<file path="src/rtl/wb_pkg.sv">
// Shared definitions for the GPR write-back path: widths, source encoding,
// hold-entry type, hold FSM states and the round-robin pick helper.
package wb_pkg;

    localparam int XLEN_DEF = 32;
    localparam int NREG_DEF = 32;
    localparam int REGIDX_W = 5;

    // Result sources; the numeric value doubles as the request/grant bit index.
    typedef enum logic [1:0] {
        SRC_MEM = 2'd0,
        SRC_CSR = 2'd1,
        SRC_ALU = 2'd2
    } wb_src_e;

    // One held result waiting for the GPR write port.
    typedef struct packed {
        logic                valid;
        logic [REGIDX_W-1:0] rd;
        logic [XLEN_DEF-1:0] data;
    } wb_entry_t;

    // Hold register life cycle: DRAIN keeps ready low for one cycle after the
    // entry has been granted, so a slot cannot be refilled back-to-back.
    typedef enum logic [1:0] {
        HOLD_EMPTY = 2'd0,
        HOLD_FULL  = 2'd1,
        HOLD_DRAIN = 2'd2
    } hold_state_e;

    // Round-robin pick in the order MEM -> CSR -> ALU, starting after last_s.
    // When nothing else requests, last_s itself is returned; the caller
    // qualifies the result with |req_s.
    function automatic wb_src_e rr_pick(input wb_src_e last_s, input logic [2:0] req_s);
        wb_src_e pick_s;
        case (last_s)
            SRC_MEM: pick_s = req_s[SRC_CSR] ? SRC_CSR : (req_s[SRC_ALU] ? SRC_ALU : SRC_MEM);
            SRC_CSR: pick_s = req_s[SRC_ALU] ? SRC_ALU : (req_s[SRC_MEM] ? SRC_MEM : SRC_CSR);
            SRC_ALU: pick_s = req_s[SRC_MEM] ? SRC_MEM : (req_s[SRC_CSR] ? SRC_CSR : SRC_ALU);
            default: pick_s = SRC_MEM;
        endcase
        return pick_s;
    endfunction

endpackage

</file>
<file path="src/rtl/gpr_writeback_if.sv">
// Bundle of the write-back handshakes, GPR write port and scoreboard query
// signals. The slave modport is the write-back block, master is its environment.
interface gpr_writeback_if #(
    parameter int XLEN = wb_pkg::XLEN_DEF
);
    import wb_pkg::*;

    logic                iss_valid;
    logic [REGIDX_W-1:0] iss_rd;

    logic                alu_valid;
    logic                alu_ready;
    logic [REGIDX_W-1:0] alu_rd;
    logic [XLEN-1:0]     alu_data;

    logic                mem_valid;
    logic                mem_ready;
    logic [REGIDX_W-1:0] mem_rd;
    logic [XLEN-1:0]     mem_data;

    logic                csr_valid;
    logic                csr_ready;
    logic [REGIDX_W-1:0] csr_rd;
    logic [XLEN-1:0]     csr_data;

    logic                gpr_we;
    logic [REGIDX_W-1:0] gpr_rd;
    logic [XLEN-1:0]     gpr_di;

    logic [REGIDX_W-1:0] chk_ra;
    logic [REGIDX_W-1:0] chk_rb;
    logic [REGIDX_W-1:0] chk_rd;
    logic                busy_a;
    logic                busy_b;
    logic                busy_d;

    modport slave (
        input  iss_valid, iss_rd,
        input  alu_valid, alu_rd, alu_data, output alu_ready,
        input  mem_valid, mem_rd, mem_data, output mem_ready,
        input  csr_valid, csr_rd, csr_data, output csr_ready,
        output gpr_we, gpr_rd, gpr_di,
        input  chk_ra, chk_rb, chk_rd,
        output busy_a, busy_b, busy_d
    );

    modport master (
        output iss_valid, iss_rd,
        output alu_valid, alu_rd, alu_data, input alu_ready,
        output mem_valid, mem_rd, mem_data, input mem_ready,
        output csr_valid, csr_rd, csr_data, input csr_ready,
        input  gpr_we, gpr_rd, gpr_di,
        output chk_ra, chk_rb, chk_rd,
        input  busy_a, busy_b, busy_d
    );

endinterface

</file>
<file path="src/rtl/gpr_writeback_chk.sv">
// Protocol checks for the write-back scoreboard: no issue to a busy register
// and no result for a register that has no write in flight.
module gpr_writeback_chk
    import wb_pkg::*;
#(
    parameter int NREG = NREG_DEF
) (
    input logic                clk,
    input logic                rst,
    input logic                iss_valid,
    input logic [REGIDX_W-1:0] iss_rd,
    input logic [NREG-1:0]     busy,
    input logic                gpr_we,
    input logic [REGIDX_W-1:0] gpr_rd,
    input logic [2:0]          acc,
    input logic [REGIDX_W-1:0] mem_rd,
    input logic [REGIDX_W-1:0] csr_rd,
    input logic [REGIDX_W-1:0] alu_rd
);

    // Re-issuing to a register whose clear lands on this same edge is allowed.
    property p_issue_free;
        @(posedge clk) disable iff (rst)
        (iss_valid && (iss_rd != 5'd0) && !(gpr_we && (gpr_rd == iss_rd))) |-> !busy[iss_rd];
    endproperty
    a_issue_free: assert property (p_issue_free);

    property p_result_busy(logic a, logic [REGIDX_W-1:0] rd);
        @(posedge clk) disable iff (rst)
        (a && (rd != 5'd0)) |-> busy[rd];
    endproperty
    a_mem_busy: assert property (p_result_busy(acc[SRC_MEM], mem_rd));
    a_csr_busy: assert property (p_result_busy(acc[SRC_CSR], csr_rd));
    a_alu_busy: assert property (p_result_busy(acc[SRC_ALU], alu_rd));

endmodule

</file>
<file path="src/rtl/wb_hold.sv">
// One-entry valid/ready hold register for a single result source.
module wb_hold
    import wb_pkg::*;
(
    input  logic                clk,
    input  logic                rst,
    input  logic                in_valid,
    output logic                in_ready,
    input  logic [REGIDX_W-1:0] in_rd,
    input  logic [XLEN_DEF-1:0] in_data,
    input  logic                grant,
    output wb_entry_t           entry
);

    hold_state_e         state_r;
    hold_state_e         state_next_s;
    logic                load_s;
    logic [REGIDX_W-1:0] rd_r;
    logic [XLEN_DEF-1:0] data_r;

    // Hold FSM state register.
    always_ff @(posedge clk) begin
        if (rst) begin
            state_r <= HOLD_EMPTY;
        end else begin
            state_r <= state_next_s;
        end
    end

    // Next state: accept when empty, leave on grant, one drain cycle before reuse.
    always_comb begin
        state_next_s = state_r;
        load_s       = 1'b0;
        case (state_r)
            HOLD_EMPTY: begin
                load_s       = in_valid;
                state_next_s = in_valid ? HOLD_FULL : HOLD_EMPTY;
            end
            HOLD_FULL:  state_next_s = grant ? HOLD_DRAIN : HOLD_FULL;
            HOLD_DRAIN: state_next_s = HOLD_EMPTY;
            default:    state_next_s = HOLD_EMPTY;
        endcase
    end

    // Payload capture on an accepted transfer.
    always_ff @(posedge clk) begin
        if (rst) begin
            rd_r   <= {REGIDX_W{1'b0}};
            data_r <= {XLEN_DEF{1'b0}};
        end else if (load_s) begin
            rd_r   <= in_rd;
            data_r <= in_data;
        end else begin
            rd_r   <= rd_r;
            data_r <= data_r;
        end
    end

    // Entry view and ready, both decoded straight from registers.
    always_comb begin
        in_ready   = (state_r == HOLD_EMPTY);
        entry.valid = (state_r == HOLD_FULL);
        entry.rd    = rd_r;
        entry.data  = data_r;
    end

endmodule

</file>
<file path="src/rtl/gpr_writeback.sv">
// GPR write-back initiator: three hold registers, round-robin arbiter,
// registered GPR write port and per-register busy scoreboard.
module gpr_writeback
    import wb_pkg::*;
#(
    parameter int XLEN = XLEN_DEF,
    parameter int NREG = NREG_DEF
) (
    input  logic            clk,
    input  logic            rst,
    gpr_writeback_if.slave  bus
);

    wb_entry_t           mem_e_s;
    wb_entry_t           csr_e_s;
    wb_entry_t           alu_e_s;
    wb_entry_t           win_s;
    logic [2:0]          req_s;
    logic [2:0]          grant_s;
    logic [2:0]          acc_s;
    logic                any_s;
    wb_src_e             pick_s;
    wb_src_e             last_r;

    logic                gpr_we_r;
    logic [REGIDX_W-1:0] gpr_rd_r;
    logic [XLEN-1:0]     gpr_di_r;
    logic [NREG-1:0]     busy_r;
    logic [NREG-1:0]     busy_next_s;

    wb_hold u_mem_hold (
        .clk      (clk),
        .rst      (rst),
        .in_valid (bus.mem_valid),
        .in_ready (bus.mem_ready),
        .in_rd    (bus.mem_rd),
        .in_data  (bus.mem_data),
        .grant    (grant_s[SRC_MEM]),
        .entry    (mem_e_s)
    );

    wb_hold u_csr_hold (
        .clk      (clk),
        .rst      (rst),
        .in_valid (bus.csr_valid),
        .in_ready (bus.csr_ready),
        .in_rd    (bus.csr_rd),
        .in_data  (bus.csr_data),
        .grant    (grant_s[SRC_CSR]),
        .entry    (csr_e_s)
    );

    wb_hold u_alu_hold (
        .clk      (clk),
        .rst      (rst),
        .in_valid (bus.alu_valid),
        .in_ready (bus.alu_ready),
        .in_rd    (bus.alu_rd),
        .in_data  (bus.alu_data),
        .grant    (grant_s[SRC_ALU]),
        .entry    (alu_e_s)
    );

    // Round-robin arbitration among held entries and winner selection.
    always_comb begin
        req_s      = 3'b000;
        req_s[SRC_MEM] = mem_e_s.valid;
        req_s[SRC_CSR] = csr_e_s.valid;
        req_s[SRC_ALU] = alu_e_s.valid;
        any_s      = |req_s;
        pick_s     = rr_pick(last_r, req_s);
        grant_s    = 3'b000;
        grant_s[SRC_MEM] = any_s && (pick_s == SRC_MEM);
        grant_s[SRC_CSR] = any_s && (pick_s == SRC_CSR);
        grant_s[SRC_ALU] = any_s && (pick_s == SRC_ALU);
        case (pick_s)
            SRC_MEM: win_s = mem_e_s;
            SRC_CSR: win_s = csr_e_s;
            SRC_ALU: win_s = alu_e_s;
            default: win_s = mem_e_s;
        endcase
        acc_s      = 3'b000;
        acc_s[SRC_MEM] = bus.mem_valid && bus.mem_ready;
        acc_s[SRC_CSR] = bus.csr_valid && bus.csr_ready;
        acc_s[SRC_ALU] = bus.alu_valid && bus.alu_ready;
    end

    // Winner into the GPR write register; x0 slots update address/data only.
    always_ff @(posedge clk) begin
        if (rst) begin
            gpr_we_r <= 1'b0;
            gpr_rd_r <= {REGIDX_W{1'b0}};
            gpr_di_r <= {XLEN{1'b0}};
            last_r   <= SRC_ALU;
        end else if (any_s) begin
            gpr_we_r <= (win_s.rd != 5'd0);
            gpr_rd_r <= win_s.rd;
            gpr_di_r <= win_s.data;
            last_r   <= pick_s;
        end else begin
            gpr_we_r <= 1'b0;
            gpr_rd_r <= gpr_rd_r;
            gpr_di_r <= gpr_di_r;
            last_r   <= last_r;
        end
    end

    // Scoreboard next value: clear on the write cycle, issue set takes priority.
    always_comb begin
        busy_next_s = busy_r;
        for (int i = 1; i < NREG; i++) begin
            busy_next_s[i] = (bus.iss_valid && (bus.iss_rd == i[REGIDX_W-1:0])) ? 1'b1 :
                             ((gpr_we_r && (gpr_rd_r == i[REGIDX_W-1:0])) ? 1'b0 : busy_r[i]);
        end
        busy_next_s[0] = 1'b0;
    end

    // Scoreboard register.
    always_ff @(posedge clk) begin
        if (rst) begin
            busy_r <= {NREG{1'b0}};
        end else begin
            busy_r <= busy_next_s;
        end
    end

    assign bus.gpr_we = gpr_we_r;
    assign bus.gpr_rd = gpr_rd_r;
    assign bus.gpr_di = gpr_di_r;
    assign bus.busy_a = busy_r[bus.chk_ra];
    assign bus.busy_b = busy_r[bus.chk_rb];
    assign bus.busy_d = busy_r[bus.chk_rd];

    gpr_writeback_chk #(.NREG(NREG)) u_chk (
        .clk       (clk),
        .rst       (rst),
        .iss_valid (bus.iss_valid),
        .iss_rd    (bus.iss_rd),
        .busy      (busy_r),
        .gpr_we    (gpr_we_r),
        .gpr_rd    (gpr_rd_r),
        .acc       (acc_s),
        .mem_rd    (bus.mem_rd),
        .csr_rd    (bus.csr_rd),
        .alu_rd    (bus.alu_rd)
    );

endmodule
</file>
<file path="src/flat_wrapper.sv">
// flat-port wrapper written by rule: the top's interface ports become plain ports
module gpr_writeback_flat import wb_pkg::*;
#(
    parameter int XLEN = XLEN_DEF,
    parameter int NREG = NREG_DEF
)
  (clk, rst, bus_iss_valid, bus_iss_rd, bus_alu_valid, bus_alu_rd, bus_alu_data, bus_alu_ready, bus_mem_valid, bus_mem_rd, bus_mem_data, bus_mem_ready, bus_csr_valid, bus_csr_rd, bus_csr_data, bus_csr_ready, bus_gpr_we, bus_gpr_rd, bus_gpr_di, bus_chk_ra, bus_chk_rb, bus_chk_rd, bus_busy_a, bus_busy_b, bus_busy_d);
  gpr_writeback_if #(.XLEN(XLEN)) bus_i ();
  input  logic clk;
  input  logic rst;
  input wire logic [$bits(bus_i.iss_valid)-1:0] bus_iss_valid;
  input wire logic [$bits(bus_i.iss_rd)-1:0] bus_iss_rd;
  input wire logic [$bits(bus_i.alu_valid)-1:0] bus_alu_valid;
  input wire logic [$bits(bus_i.alu_rd)-1:0] bus_alu_rd;
  input wire logic [$bits(bus_i.alu_data)-1:0] bus_alu_data;
  output wire logic [$bits(bus_i.alu_ready)-1:0] bus_alu_ready;
  input wire logic [$bits(bus_i.mem_valid)-1:0] bus_mem_valid;
  input wire logic [$bits(bus_i.mem_rd)-1:0] bus_mem_rd;
  input wire logic [$bits(bus_i.mem_data)-1:0] bus_mem_data;
  output wire logic [$bits(bus_i.mem_ready)-1:0] bus_mem_ready;
  input wire logic [$bits(bus_i.csr_valid)-1:0] bus_csr_valid;
  input wire logic [$bits(bus_i.csr_rd)-1:0] bus_csr_rd;
  input wire logic [$bits(bus_i.csr_data)-1:0] bus_csr_data;
  output wire logic [$bits(bus_i.csr_ready)-1:0] bus_csr_ready;
  output wire logic [$bits(bus_i.gpr_we)-1:0] bus_gpr_we;
  output wire logic [$bits(bus_i.gpr_rd)-1:0] bus_gpr_rd;
  output wire logic [$bits(bus_i.gpr_di)-1:0] bus_gpr_di;
  input wire logic [$bits(bus_i.chk_ra)-1:0] bus_chk_ra;
  input wire logic [$bits(bus_i.chk_rb)-1:0] bus_chk_rb;
  input wire logic [$bits(bus_i.chk_rd)-1:0] bus_chk_rd;
  output wire logic [$bits(bus_i.busy_a)-1:0] bus_busy_a;
  output wire logic [$bits(bus_i.busy_b)-1:0] bus_busy_b;
  output wire logic [$bits(bus_i.busy_d)-1:0] bus_busy_d;
  assign bus_i.iss_valid = bus_iss_valid;
  assign bus_i.iss_rd = bus_iss_rd;
  assign bus_i.alu_valid = bus_alu_valid;
  assign bus_i.alu_rd = bus_alu_rd;
  assign bus_i.alu_data = bus_alu_data;
  assign bus_alu_ready = bus_i.alu_ready;
  assign bus_i.mem_valid = bus_mem_valid;
  assign bus_i.mem_rd = bus_mem_rd;
  assign bus_i.mem_data = bus_mem_data;
  assign bus_mem_ready = bus_i.mem_ready;
  assign bus_i.csr_valid = bus_csr_valid;
  assign bus_i.csr_rd = bus_csr_rd;
  assign bus_i.csr_data = bus_csr_data;
  assign bus_csr_ready = bus_i.csr_ready;
  assign bus_gpr_we = bus_i.gpr_we;
  assign bus_gpr_rd = bus_i.gpr_rd;
  assign bus_gpr_di = bus_i.gpr_di;
  assign bus_i.chk_ra = bus_chk_ra;
  assign bus_i.chk_rb = bus_chk_rb;
  assign bus_i.chk_rd = bus_chk_rd;
  assign bus_busy_a = bus_i.busy_a;
  assign bus_busy_b = bus_i.busy_b;
  assign bus_busy_d = bus_i.busy_d;
  gpr_writeback #(.XLEN(XLEN), .NREG(NREG)) u_core (.clk(clk), .rst(rst), .bus(bus_i));
endmodule
</file>
<file path="config.mk">
export PLATFORM = sky130hd
export DESIGN_NAME = gpr_writeback_flat
export DESIGN_NICKNAME = d
export VERILOG_FILES = /design/src/rtl/wb_pkg.sv /design/src/rtl/gpr_writeback_if.sv /design/src/rtl/gpr_writeback_chk.sv /design/src/rtl/wb_hold.sv /design/src/rtl/gpr_writeback.sv /design/src/flat_wrapper.sv
export SDC_FILE = /design/constraint.sdc
export NUM_CORES = 1
export LEC_CHECK = 0
export CELL_PAD_IN_SITES_DETAIL_PLACEMENT = 1
export CELL_PAD_IN_SITES_GLOBAL_PLACEMENT = 1
export CORE_MARGIN = 2
export CORE_UTILIZATION = 43
export CTS_CLUSTER_DIAMETER = 40
export DETAILED_ROUTE_END_ITERATION = 10
export PLACE_DENSITY_LB_ADDON = 0.1
export SKIP_LAST_GASP = 1
export SYNTH_ARGS = -nofsm -noshare
export SYNTH_HDL_FRONTEND = slang
export SYNTH_HIERARCHICAL = 1
export SYNTH_SLANG_ARGS = --single-unit
</file>
<file path="constraint.sdc">
create_clock -name clk -period 4.8 [get_ports clk]
set_clock_uncertainty 0.15 [all_clocks]
set_input_delay 0.96 -clock clk [delete_from_list [all_inputs] [get_ports clk]]
set_output_delay 0.96 -clock clk [all_outputs]
set_load 0.02 [all_outputs]
</file>
==> flow_summary.toml <==
[floorplanning]
start_util_pct = 43.8
fp.dieW_um = 153
io-pin-count = 181
core_um2 = 21800
die_y_um = 153
die-area_um2 = 23400
fp-row-count = 54

[grt]
grt_overflow = 0
grt_pass1_vias = 8474
grt_first_pass_wirelength_um = 42800
grt_max_degree = 128
antenna_found_initial = 2
track_usage_pct = 22.5

[place]
numPortBuffers = 180
dp.cells = 1454
place.gp.congestion = 0.850
dp_hpwl_um = 18500

[synthesis]
synthTopCellsByArea = "dfxtp_1 (39%), nand2b_1 (15%), mux2i_1 (15%), a21oi_1 (4.3%), nor2_1 (3.8%)"
synth_top_family_by_area = "simple AND/OR/NAND/NOR gates"
synth_fp_nets = 1202
synth_cell_type_count = 34
yosys_warnings = 6
yosysMostFrequentCell = "nand2b_1"
synth_flop_cell = "dfxtp_1"
synthAdderAreaFrac_pct = 0.393
synth_seq_cells = 188
synth_xor_area_share_pct = 0
postSynthAreaPerCell_um2 = 9.00
synth_mux_area_share_pct = 16.8
synth_top_cell_by_area = "dfxtp_1"
netlist_top_cells_count = "nand2b_1 (234), dfxtp_1 (188), mux2i_1 (139)"
ys_seq_area_share_pct = 39.4
syn-cell-area_um2 = 9560
synth_edf_count = 0
postSynthCellCount = 1062
synth-compound-area-share_pct = 13.0
synthSimpleGateAreaFrac_pct = 24.7
yosys.area.top_type_share_pct = 39.4
synthArstFlopShare_pct = 0

[pwr]
power_density_nw_per_um2 = 399
power_mw = 4.75
ir_worst_vdd_mv = 0.241
leakage_nw = 4.35

[layout]
final_nets = 1333
drive_above_1_share_pct = 4.81
layoutNonFillerInstCount = 1486
register_area_um2 = 3760
fillers = 2527
diodes = 0
multi_input_area_um2 = 5280
area_delta_synth_final_pct = 24.5

[clocking]
clk_path_buf_depth = 2
cts_setup_buffers = 0
cts_max_level = 4
cts.hold.buffers_added = 0
insertion_delay_ps = 440
numCtsBuffers = 17
cts_resized = 0
cts_tree = "done"
clk_pin_slew_worst_paths_ps = 80
clock_sinks = 188
root_buffer = "clkbuf_16"

[route]
drc = 0
maxUsedRoutingLayer = "met5"
wl_met3_um = 1340
drt-total-wl_um = 26600
drt_iter0_drc = 331
drtPass1Iterations = 4
ant_nets = 0
wl_met2_um = 13300
wirelength_met1_um = 11800
routedWlPerCell_um = 17.9
vias_per_cell = 5.35
vias = 7952

[setup_path]
crit_fanout = 7
r2r_cells = 10
cp_data_arrival_time_ps = 3160
critPathRequiredTime_ps = 3690
crit_path_start_kind = "input pin"
crit_top_cell = "clkdlybuf4s50_1"
end_kind = "output pin"
rrSetupSlack_ps = 1450
regToRegEndpoint = "u_core/bus.gpr_we"
r2r_start = "u_core/u_mem_hold/state_r[0]"
critPathSlowestCell = "clkdlybuf4s50_1"
cpPeakStageDelay_ps = 640
crit_type = "input pin to output pin"
cp_cell_sequence = "clkdlybuf4s50_1 > mux4_2 > nand2b_1 > o211ai_1 > nand4_1 > clkdlybuf4s50_1"

[run]
cap_violations = 0

[worst_hold_path]
hold_path_end = "u_core/u_alu_hold/data_r[21]"
min-delay-start = "u_core/u_alu_hold/data_r[21]"
min_path_type = "flop to flop"
holdPathStages = 2

[timing]
fin_tns_setup_ps = 0
finalCritPeriodShare_pct = 89.0
relSlewSlack_pct = 48.5
worst_slew_pin_slew_ps = 773
holdWs_ps = 325
fmax_mhz = 234
rsz0062_at_grt = "false"
hold_viol_final = 0
slew_violations = 0
fin_crit_ps = 4270
finalSetupViolations = 0

[outcome]
status = "finished, final reports clean"
registers in the layout (all words and copies together), names as in the netlist:
register and flops:
u_core/u_alu_hold/rd_r 5, u_core/busy_r 31, u_core/u_csr_hold/state_r 2, u_core/u_csr_hold/data_r 32
u_core/u_mem_hold/rd_r 5, u_core/u_mem_hold/data_r 32, u_core/u_alu_hold/data_r 32, u_core/u_mem_hold/state_r 2
u_core/last_r 2, u_core/bus.gpr_we 1, u_core/bus.gpr_di 32, u_core/bus.gpr_rd 5
u_core/u_alu_hold/state_r 2, u_core/u_csr_hold/rd_r 5
per-layer routing:
layer	track usage (%)	up-vias
met4	4.98	4
met3	4.93	20
met2	39.9	177
met1	28.1	3831
li1	-	3920
met5	0	-
per-stage QoR:
stage | area, um^2 | setup WS, ps | util [%]
floorplan | 9560 | 1680 | -
global placement | 11300 | 558 | 51.8
detailed placement | 11300 | 511 | 51.8
CTS | 11900 | 517 | 54.5
global route | 11900 | 432 | 54.5
finish | 11900 | 529 | 54.5
how the worst max path moves through the flow:
stage,start,to,cells after the start
final,bus_chk_rd[0],bus_busy_d,6
after global routing,bus_chk_rb[0],bus_busy_b,6
after CTS,bus_chk_rd[0],bus_busy_d,6
after detailed placement,bus_chk_rd[0],bus_busy_d,6
after global placement,bus_chk_rb[0],bus_busy_b,6
after floorplan,bus_chk_ra[0],bus_busy_a,5
layout make-up:
cell class / instances / area share, %
Clock buffer: 18 / 3.69
Clock inverter: 14 / 1.23
Inverter: 5 / 0.158
Multi-Input combinational cell: 789 / 44.3
Sequential cell: 188 / 31.6
Tap cell: 280 / 2.94
Timing Repair Buffer: 192 / 16.0
worst max-delay path, delay by kind of cell:
family | cells | cell delay, ps
compound gates | 1 | 150
buf+inv | 2 | 1200
mux | 1 | 540
simple gates | 2 | 310
cells in the final DEF, fill, tap and decap left out, types with 4 or more instances in the layout:
master           instances
a211oi_1                37
a21oi_1                 82
a22oi_1                 43
buf_4                   11
clkbuf_16               17
clkdlybuf4s50_1        179
dfxtp_1                188
inv_1                    5
inv_6                    4
inv_8                    5
mux2i_1                139
mux4_2                   6
nand2_1                 51
nand2b_1               234
nand3_1                 16
nand4_1                  4
nor2_1                  96
nor2b_1                 15
nor3_1                   7
o21ai_0                 31
logic make-up after synthesis:
group                      Yosys count
AOI/OAI and AO/OA                  202
adders and majority gates            3
buffers and inverters               85
DFF                                188
muxes                              148
and+or+nand+nor                    436
power breakdown:
part	internal [mW]	switching, mW
sequential	1.74	0.131
combinational	0.642	0.824
clock	0.711	0.698
No activity file was read; power rests on OpenSTA's default activity.
